--- config.mk ---
export PLATFORM = sky130hd
export DESIGN_NAME = fc_array_ctrl
export DESIGN_NICKNAME = d
export VERILOG_FILES = /design/src/rtl/fc_array_ctrl_pkg.sv /design/src/rtl/fc_valid_pipe.sv /design/src/rtl/fc_array_ctrl.sv
export SDC_FILE = /design/constraint.sdc
export NUM_CORES = 1
export LEC_CHECK = 0
export ABC_AREA = 1
export CAP_MARGIN = 20
export CORE_MARGIN = 10
export CORE_UTILIZATION = 40
export CTS_BUF_LIST = sky130_fd_sc_hd__clkbuf_8
export DETAILED_ROUTE_END_ITERATION = 8
export GPL_ROUTABILITY_DRIVEN = 0
export GPL_TIMING_DRIVEN = 1
export MAX_ROUTING_LAYER = met4
export PLACE_DENSITY = 0.67
export SYNTH_ARGS = -nofsm -noshare
export SYNTH_HDL_FRONTEND = slang
export SYNTH_HIERARCHICAL = 1
export SYNTH_SLANG_ARGS = --single-unit
--- constraint.sdc ---
create_clock -name clk -period 3.7 [get_ports clk]
set_input_delay 0.555 -clock clk [delete_from_list [all_inputs] [get_ports clk]]
set_output_delay 0.555 -clock clk [all_outputs]
set_load 0.05 [all_outputs]
--- src/rtl/fc_array_ctrl_pkg.sv ---
// Shared types and helpers for the fully-connected PE-chain sequencer.
// Imported by the controller top and its result-tag delay line.
package fc_array_ctrl_pkg;

    typedef enum logic [2:0] {
        IDLE   = 3'd0,
        LOAD   = 3'd1,
        STREAM = 3'd2,
        DRAIN  = 3'd3,
        DONE   = 3'd4
    } fc_state_e;

    localparam int DEF_ROWS = 8;

    // Weight-read-to-accumulator latency: one buffer read cycle plus one stage per PE.
    function automatic int unsigned lat_of(input int unsigned rows);
        return rows + 1;
    endfunction

    function automatic int unsigned ceil_div(input int unsigned num, input int unsigned den);
        return (num + den - 1) / den;
    endfunction

endpackage

--- src/rtl/fc_valid_pipe.sv ---
// Fixed-depth delay line carrying {valid, addr, first} from the weight read
// to the moment the matching psum leaves the last PE.
module fc_valid_pipe
    import fc_array_ctrl_pkg::*;
#(
    parameter int DEPTH = 9,
    parameter int AW    = 10
) (
    input  logic          clk,
    input  logic          rst,
    input  logic          in_valid,
    input  logic [AW-1:0] in_addr,
    input  logic          in_first,
    output logic          out_valid,
    output logic [AW-1:0] out_addr,
    output logic          out_first
);

    logic [DEPTH-1:0] valid_q;
    logic [DEPTH-1:0] first_q;
    logic [AW-1:0]    addr_q [DEPTH];

    // NOTE: this is a short flop chain, not a RAM, so every stage (data too) is
    // reset; that keeps the accumulator-side outputs at zero straight out of reset.
    always_ff @(posedge clk) begin
        if (rst) begin
            valid_q <= '0;
            first_q <= '0;
            for (int i = 0; i < DEPTH; i++) begin
                addr_q[i] <= '0;
            end
        end else begin
            valid_q[0] <= in_valid;
            first_q[0] <= in_first;
            addr_q[0]  <= in_addr;
            for (int i = 1; i < DEPTH; i++) begin
                valid_q[i] <= valid_q[i-1];
                first_q[i] <= first_q[i-1];
                addr_q[i]  <= addr_q[i-1];
            end
        end
    end

    assign out_valid = valid_q[DEPTH-1];
    assign out_first = first_q[DEPTH-1];
    assign out_addr  = addr_q[DEPTH-1];

endmodule

--- src/rtl/fc_array_ctrl.sv ---
// Tile sequencer for the 1-D fully-connected PE chain: loads ROWS ifmap values,
// streams out_len weight vectors, and tags psums leaving the last PE for the accumulator.
module fc_array_ctrl
    import fc_array_ctrl_pkg::*;
#(
    parameter int ROWS  = DEF_ROWS,
    parameter int LEN_W = 10,
    parameter int W_AW  = 16
) (
    input  logic             clk,
    input  logic             rst,
    input  logic             start,
    input  logic [LEN_W-1:0] in_len,
    input  logic [LEN_W-1:0] out_len,
    output logic             busy,
    output logic             done,
    output logic             ifmap_rd_en,
    output logic [LEN_W-1:0] ifmap_rd_addr,
    output logic             ifmap_zero,
    output logic             pe_load,
    output logic             w_rd_en,
    output logic [W_AW-1:0]  w_rd_addr,
    output logic             acc_wr_en,
    output logic [LEN_W-1:0] acc_addr,
    output logic             acc_first
);

    localparam int LAT   = lat_of(ROWS);
    localparam int IDX_W = LEN_W + 1;

    fc_state_e        state_q, state_d;
    logic [LEN_W-1:0] cnt_q, cnt_d;
    logic [LEN_W-1:0] in_len_q, out_len_q, ntiles_q, tile_q;
    logic [IDX_W-1:0] ifmap_base_q;
    logic [W_AW-1:0]  w_base_q;
    logic             pe_load_q, ifmap_zero_q;

    logic             accept, tile_adv, last_tile;
    logic [IDX_W-1:0] idx;
    logic             idx_in_range;
    logic             streaming;

    // Within a tile the farthest PE is loaded first, so the index counts down.
    assign idx          = ifmap_base_q + IDX_W'(ROWS - 1) - IDX_W'(cnt_q);
    assign idx_in_range = idx < IDX_W'(in_len_q);
    assign last_tile    = (IDX_W'(tile_q) + IDX_W'(1)) >= IDX_W'(ntiles_q);
    assign streaming    = (state_q == STREAM);

    // NOTE: every signal driven here gets a default before the case so no path
    // leaves it unassigned, which would otherwise infer a latch.
    always_comb begin
        state_d  = state_q;
        cnt_d    = cnt_q + LEN_W'(1);
        accept   = 1'b0;
        tile_adv = 1'b0;
        unique case (state_q)
            IDLE: begin
                cnt_d = '0;
                if (start) begin
                    accept  = 1'b1;
                    state_d = (in_len == '0 || out_len == '0) ? DONE : LOAD;
                end
            end
            LOAD: begin
                if (cnt_q == LEN_W'(ROWS - 1)) state_d = STREAM;
            end
            STREAM: begin
                if (cnt_q == out_len_q - LEN_W'(1)) state_d = DRAIN;
            end
            DRAIN: begin
                // Hold the loaded ifmap until the last psum of this tile has left the chain.
                if (cnt_q == LEN_W'(LAT - 1)) begin
                    if (last_tile) begin
                        state_d = DONE;
                    end else begin
                        state_d  = LOAD;
                        tile_adv = 1'b1;
                    end
                end
            end
            DONE: begin
                state_d = IDLE;
            end
            default: begin
                state_d = IDLE;
            end
        endcase
        if (state_d != state_q) cnt_d = '0;
    end

    // NOTE: sequential state is updated with non-blocking assignments only, so
    // every register samples the pre-edge values regardless of statement order.
    always_ff @(posedge clk) begin
        if (rst) begin
            state_q <= IDLE;
            cnt_q   <= '0;
        end else begin
            state_q <= state_d;
            cnt_q   <= cnt_d;
        end
    end

    always_ff @(posedge clk) begin
        if (rst) begin
            in_len_q     <= '0;
            out_len_q    <= '0;
            ntiles_q     <= '0;
            tile_q       <= '0;
            ifmap_base_q <= '0;
            w_base_q     <= '0;
            pe_load_q    <= 1'b0;
            ifmap_zero_q <= 1'b0;
        end else begin
            // PE load and pad flags line up with the data returning from the 1-cycle ifmap read.
            pe_load_q    <= (state_q == LOAD);
            ifmap_zero_q <= (state_q == LOAD) && !idx_in_range;
            if (accept) begin
                in_len_q     <= in_len;
                out_len_q    <= out_len;
                ntiles_q     <= LEN_W'(ceil_div(32'(in_len), ROWS));
                tile_q       <= '0;
                ifmap_base_q <= '0;
                w_base_q     <= '0;
            end else if (tile_adv) begin
                tile_q       <= tile_q + LEN_W'(1);
                ifmap_base_q <= ifmap_base_q + IDX_W'(ROWS);
                w_base_q     <= w_base_q + W_AW'(out_len_q);
            end
        end
    end

    assign busy          = (state_q != IDLE);
    assign done          = (state_q == DONE);
    assign ifmap_rd_en   = (state_q == LOAD) && idx_in_range;
    assign ifmap_rd_addr = (state_q == LOAD) ? idx[LEN_W-1:0] : '0;
    assign ifmap_zero    = ifmap_zero_q;
    assign pe_load       = pe_load_q;
    assign w_rd_en       = streaming;
    assign w_rd_addr     = streaming ? (w_base_q + W_AW'(cnt_q)) : '0;

    fc_valid_pipe #(
        .DEPTH (LAT),
        .AW    (LEN_W)
    ) u_valid_pipe (
        .clk       (clk),
        .rst       (rst),
        .in_valid  (streaming),
        .in_addr   (streaming ? cnt_q : '0),
        .in_first  (streaming && (tile_q == '0)),
        .out_valid (acc_wr_en),
        .out_addr  (acc_addr),
        .out_first (acc_first)
    );

endmodule

# == Yosys cells after proc, flatten, opt, wreduce, memory -nomap -nowiden ==
# Memory sizes are Yosys's and may differ from the RTL's.
# Cells that the tools add are included.
# classes
addsub,11
n_lt_le_gt_ge,2
n_eq_ne,8
mux,27
bitwise,9
reduce_logical,12
# op_table
cell,n
two-way mux 10 bit,11
adder 16 x 10 -> 16 bit,2
logical NOT 10 bit,3
"adder 10 x 1 -> 10 bit, second input constant",2
two-way mux 3 bit,6
two-way mux 16 bit,1
case mux 3 bit (4 select lines),1
"subtractor 11 x 1 -> 12 bit, second input constant",1
"adder 10 x 1 -> 11 bit, second input constant",1
"adder 10 x 4 -> 11 bit, second input constant",1
"adder 11 x 3 -> 11 bit, second input constant",1
"adder 11 x 4 -> 11 bit, second input constant",1
>= comparator 11 x 10 -> 1 bit,1
< comparator 11 x 10 -> 1 bit,1
subtractor 11 x 10 -> 11 bit,1
equality test 10 bit,1
"equality test 10 x 3 -> 1 bit, second input constant",1
"equality test 10 x 4 -> 1 bit, second input constant",1
"subtractor 10 x 1 -> 10 bit, second input constant",1
OR 1 bit,9
two-way mux 1 bit,8
"equality test 3 x 2 -> 1 bit, second input constant",2
"equality test 3 x 1 -> 1 bit, second input constant",1
"equality test 3 bit, second input constant",1
8 further kinds,10
# word_totals
ff_bits,100
ramBits,90
input_bits,23
output_inout_bits,44
word_cells,82
memories,1
# memory_table
memory,words,word_bits,read_ports,rd_clocked_by_memory_dff,wr,line_no,source
u_valid_pipe.addr_q,9,10,9,0,9,fc_valid_pipe.sv:21,logic [AW-1:0] addr_q [DEPTH];

# == Longest topological paths before layout ==
# depth
depth_word,7
depth_mapped,18
mapped_depth_nobuf,17

# == Cells and area by module ==
# Netlist, hierarchy kept.
# by_module_without_submodules
mod,instances,cells_per_inst,area_per_inst_um2,seq_area_each_um2
fc_array_ctrl,1,904,6160.9,1541.5
fc_valid_pipe,1,346,3133.0,2162.1

# == Worst setup path before layout ==
# Ideal clock, no wire load.
# synth_timing
path_type,register -> output
startpoint,register cnt_q[4]
endpoint,output port ifmap_rd_en
arrival_time_ns,3.137
required_ns,3.145
slack_ns,0.008
path_stages_with_launch,17
path_buffers,0
cell_sequence,dfxtp_1 > inv_2 > ha_1 > ha_1 > inv_1 > fa_1 > inv_1 > a31o_2 > xor2_1 > inv_1 > ha_1 > a21o_1 > a21oi_1 > nand2_1 > nor2_1 > nand2_1 > nor2_1
# synth_via
elab_chain_cells,3
# synth_lines
element,line_no,source
"start, declared",fc_array_ctrl.sv:32,"logic [LEN_W-1:0] cnt_q, cnt_d;"
"start signal, assigned",fc_array_ctrl.sv:99,cnt_q <= cnt_d;
subtractor 11 x 10 -> 11 bit,fc_array_ctrl.sv:44,assign idx = ifmap_base_q + IDX_W'(ROWS - 1) - IDX_W'(cnt_q);
< comparator 11 x 10 -> 1 bit,fc_array_ctrl.sv:45,assign idx_in_range = idx < IDX_W'(in_len_q);
logical AND 1 bit,fc_array_ctrl.sv:134,assign ifmap_rd_en = (state_q == LOAD) && idx_in_range;
"end, declared",fc_array_ctrl.sv:17,"output logic ifmap_rd_en,"
# Every way passes these cells.

# == Worst setup path in the final report ==
# Same ends and word-level chain as after synthesis.

==> impl_metrics.ini <==
[drt]
first_pass_iters = 5
drt_wl_total_mm = 21.8
viasPerCell = 4.70
vias = 7724
drt_iter0_markers = 492
final_antenna_net_count = 0
wire_per_inst_um = 13.3
drc = 0

[timing]
whs_ns = 0.272
worstMarginPinSlew_ns = 0.784
finalClockSkew_ns = 0.0258
timing.fmax_ghz = 0.263
setup_viol = 1
fin_crit_ns = 3.80
setup_ws_ns = -0.101
slew_violations = 0
relSlewSlack = 0.474
finalCritPeriodShare = 1.03
hold_viol = 0
rsz0062_at_grt = yes

[clock_network]
htreeDepth = 4
hold_buffers = 0
worstSkewPairLatency_ns = 0.49
cts_tree = done
cts.clk_slew.worst_paths_ns = 0.13
root_buffer = clkbuf_8
cts.path.max_buffers = 2
cts_buffers = 17
cts_num_sinks = 185

[floorplanning]
rows = 55
initial_core_util = 0.408
die_h_um = 172
die_x_um = 172
core_um2 = 22800
die_area_um2 = 29700
io_pins = 67

[job]
maxCapViolCount = 0

[layout]
fin_area_um2 = 10800
syn_to_final_growth_pct = 16.7
layout.nets = 1398
drive_above_1_share = 0.112
final_util = 0.476
regArea_um2 = 3710
nFillCells = 2233
antennaDiodeCount = 0
multi_input_area_um2 = 4500

[global_route]
grt_overflow_total = 0
gr-usage-all-layers = 0.154
grt_max_degree = 110
grt_pass1_vias = 7375
grt_pass1_wl_mm = 35.5
antenna_found_initial = 0

[power]
power_density_nw_per_um2 = 359
combPwrFrac = 0.085
power.internal_mw = 2.70
netSwitchingFraction = 0.306
leakage_nw = 4.74
pwr-share-seq = 0.521
p_sw_mw = 1.19
peakVddDrop_uv = 258
p_clk_frac = 0.394

[worst_setup_path]
r2r_slack_ns = 0.38
critPathArrivalTime_ns = 3.25
worst_ep_required_time_ns = 3.14
crit_path_end_kind = output port
cp_cell_sequence = inv_2 > ha_4 > ha_4 > inv_2 > fa_2 > inv_2 > a31o_4 > xor2_4 > inv_2 > ha_4 > a21o_1 > a21oi_2 > nand2_1 > nor2_2 > nand2_1 > nor2_2 > buf_12
cpMaxStageDelayCell = dfxtp_2
cp_max_fo = 3
cpPeakStageDelay_ns = 0.36
crit_path_start_kind = flip-flop
critPathMostFrequentCell = inv_2
critical_path_class = reg2out

[synthesis]
ys.flop_type = dfxtp_1
synth.distinct_cells = 56
synth-seq-area-share = 0.398
synth_edf_count = 0
syn_area_um2 = 9290
yosysWarnings = 6
synthArstFlopShare = 0
syn_nets = 1332
netlist_instances = 1250
synth_seq_cells = 185
synth_area_per_cell_um2 = 7.44

[place]
post-place-ws_ns = 0.124
place_area_um2 = 10200
hpwl_mm = 15.5
numPortBuffers = 66

[outcome]
outcome = finished, violations left
violations = negative setup slack

[min_path]
min_path_type = in2reg
-- cells in the final DEF, fill, tap and decap left out, types with 3 or more instances in the layout --
cell / count
nor3_2: 4
inv_2: 14
nor2_2: 9
nand4_1: 21
a21oi_1: 46
nand3_1: 55
o21bai_1: 4
buf_4: 24
nand2_1: 190
clkbuf_8: 17
dlymetal6s2s_1: 5
a21o_1: 3
clkinv_8: 3
a21oi_2: 18
o21ai_0: 30
nor3_1: 7
dfxtp_2: 5
inv_1: 232
o22ai_1: 18
xor2_1: 26
xnor2_1: 16
a21boi_0: 3
nor2_1: 219
clkdlybuf4s50_1: 53
dfxtp_1: 179
nand3_2: 13
ha_1: 50
nand2_2: 3
ha_4: 6
nor2_4: 3
inv_12: 7
-- layout make-up --
| class | count | area share |
|---|---|---|
| Multi-Input combinational cell | 777 | 0.415 |
| Sequential cell | 185 | 0.342 |
| Inverter | 248 | 0.0861 |
| Timing Repair Buffer | 87 | 0.0778 |
| Tap cell | 313 | 0.0361 |
| Clock buffer | 17 | 0.0216 |
| Clock inverter | 15 | 0.0213 |
-- timing repair --
| item | 4_1_cts | 5_1_grt |
|---|---|---|
| pin swaps | 7 | 9 |
| setup endpoints to repair | 4 | 7 |
| gates resized for setup | 19 | 17 |
| buffers inserted | 4 | 2 |
-- critical path, delay by kind of cell, from the launching register on --
kind,cells,cell delay (ns)
xor+xnor,1,0.17
compound gates,3,0.44
fa+ha+maj,4,0.98
simple gates,4,0.40
buf+inv,5,0.39
flops,1,0.36
-- routing by layer --
metal / vias to the layer above / track usage / routed length (um)
met4: 0 / 0.0555 / 507
met1: 3503 / 0.186 / 10100
met5: - / - / 0
li1: 3999 / - / -
met2: 191 / 0.251 / 10200
met3: 31 / 0.0308 / 1030
-- registers in the layout (all words and copies together), names as in the netlist --
name / flops
cnt_q: 10
ifmap_zero: 1
pe_load: 1
ntiles_q: 8
in_len_q: 10
tile_q: 10
out_len_q: 10
ifmap_base_q: 8
u_valid_pipe/addr_q: 90
u_valid_pipe/first_q: 9
w_base_q: 16
u_valid_pipe/valid_q: 9
state_q: 3
-- synthesized netlist by cell type (5+ instances only) --
master    number  area share
xnor2_1       16       0.015
nor3_1         7      0.0038
buf_2         14      0.0075
buf_6          5      0.0061
o22ai_1       18       0.012
buf_4         11      0.0089
nand3_1       55       0.030
inv_2          9      0.0036
o21ai_0       30       0.016
dfxtp_1      185        0.40
ha_1          56       0.075
nor2_2         7      0.0047
nand4_1       21       0.014
xor2_1        27       0.025
a21oi_1       47       0.025
nand2_1      190       0.077
nand3_2       13       0.014
inv_1        237       0.096
a21oi_2       17       0.016
nor2_1       221       0.089
clkbuf_1       7      0.0028
-- cells by family (layout without fill, tap and decap cells) --
family | after synthesis | count (layout) | synth area share
buffers and inverters | 288 | 367 | 0.130
AND/OR/NAND/NOR | 541 | 541 | 0.261
XOR/XNOR | 43 | 43 | 0.0405
flip-flops | 185 | 185 | 0.398
adder cells (fa/ha/maj) | 59 | 59 | 0.0819
AO/OA/AOI/OAI | 134 | 134 | 0.0883
-- power by group through the flow --
stage / Sequential (mW) / Clock, mW / Combinational [mW]
global placement: 2.07 / 0 / 0.320
floorplan: 2.07 / 0 / 0.227
finish: 2.03 / 1.53 / 0.332
CTS: 2.03 / 1.57 / 0.327
detailed placement: 2.07 / 0 / 0.323
global route: 2.03 / 1.65 / 0.369
-- final timing paths --
path / cells after the start / endpoint / startpoint
worst max-delay path: 17 / ifmap_rd_en / cnt_q[4]
worst min-delay path: 2 / pe_load / rst
worst max register to register: 17 / tile_q[3] / tile_q[0]
worst min register to register: 2 / u_valid_pipe/addr_q[0][23] / u_valid_pipe/addr_q[0][13]
-- metrics by stage --
step                      instances  TNS [ns]  total power [mW]
after floorplan                1250         0              2.30
after global placement         1603         0              2.39
after detailed placement       1603         0              2.40
after CTS                      1639    -0.208              3.93
after global routing           1642    -0.265              4.05
final                          1642    -0.101              3.90
(Power assumes the default switching activity.)
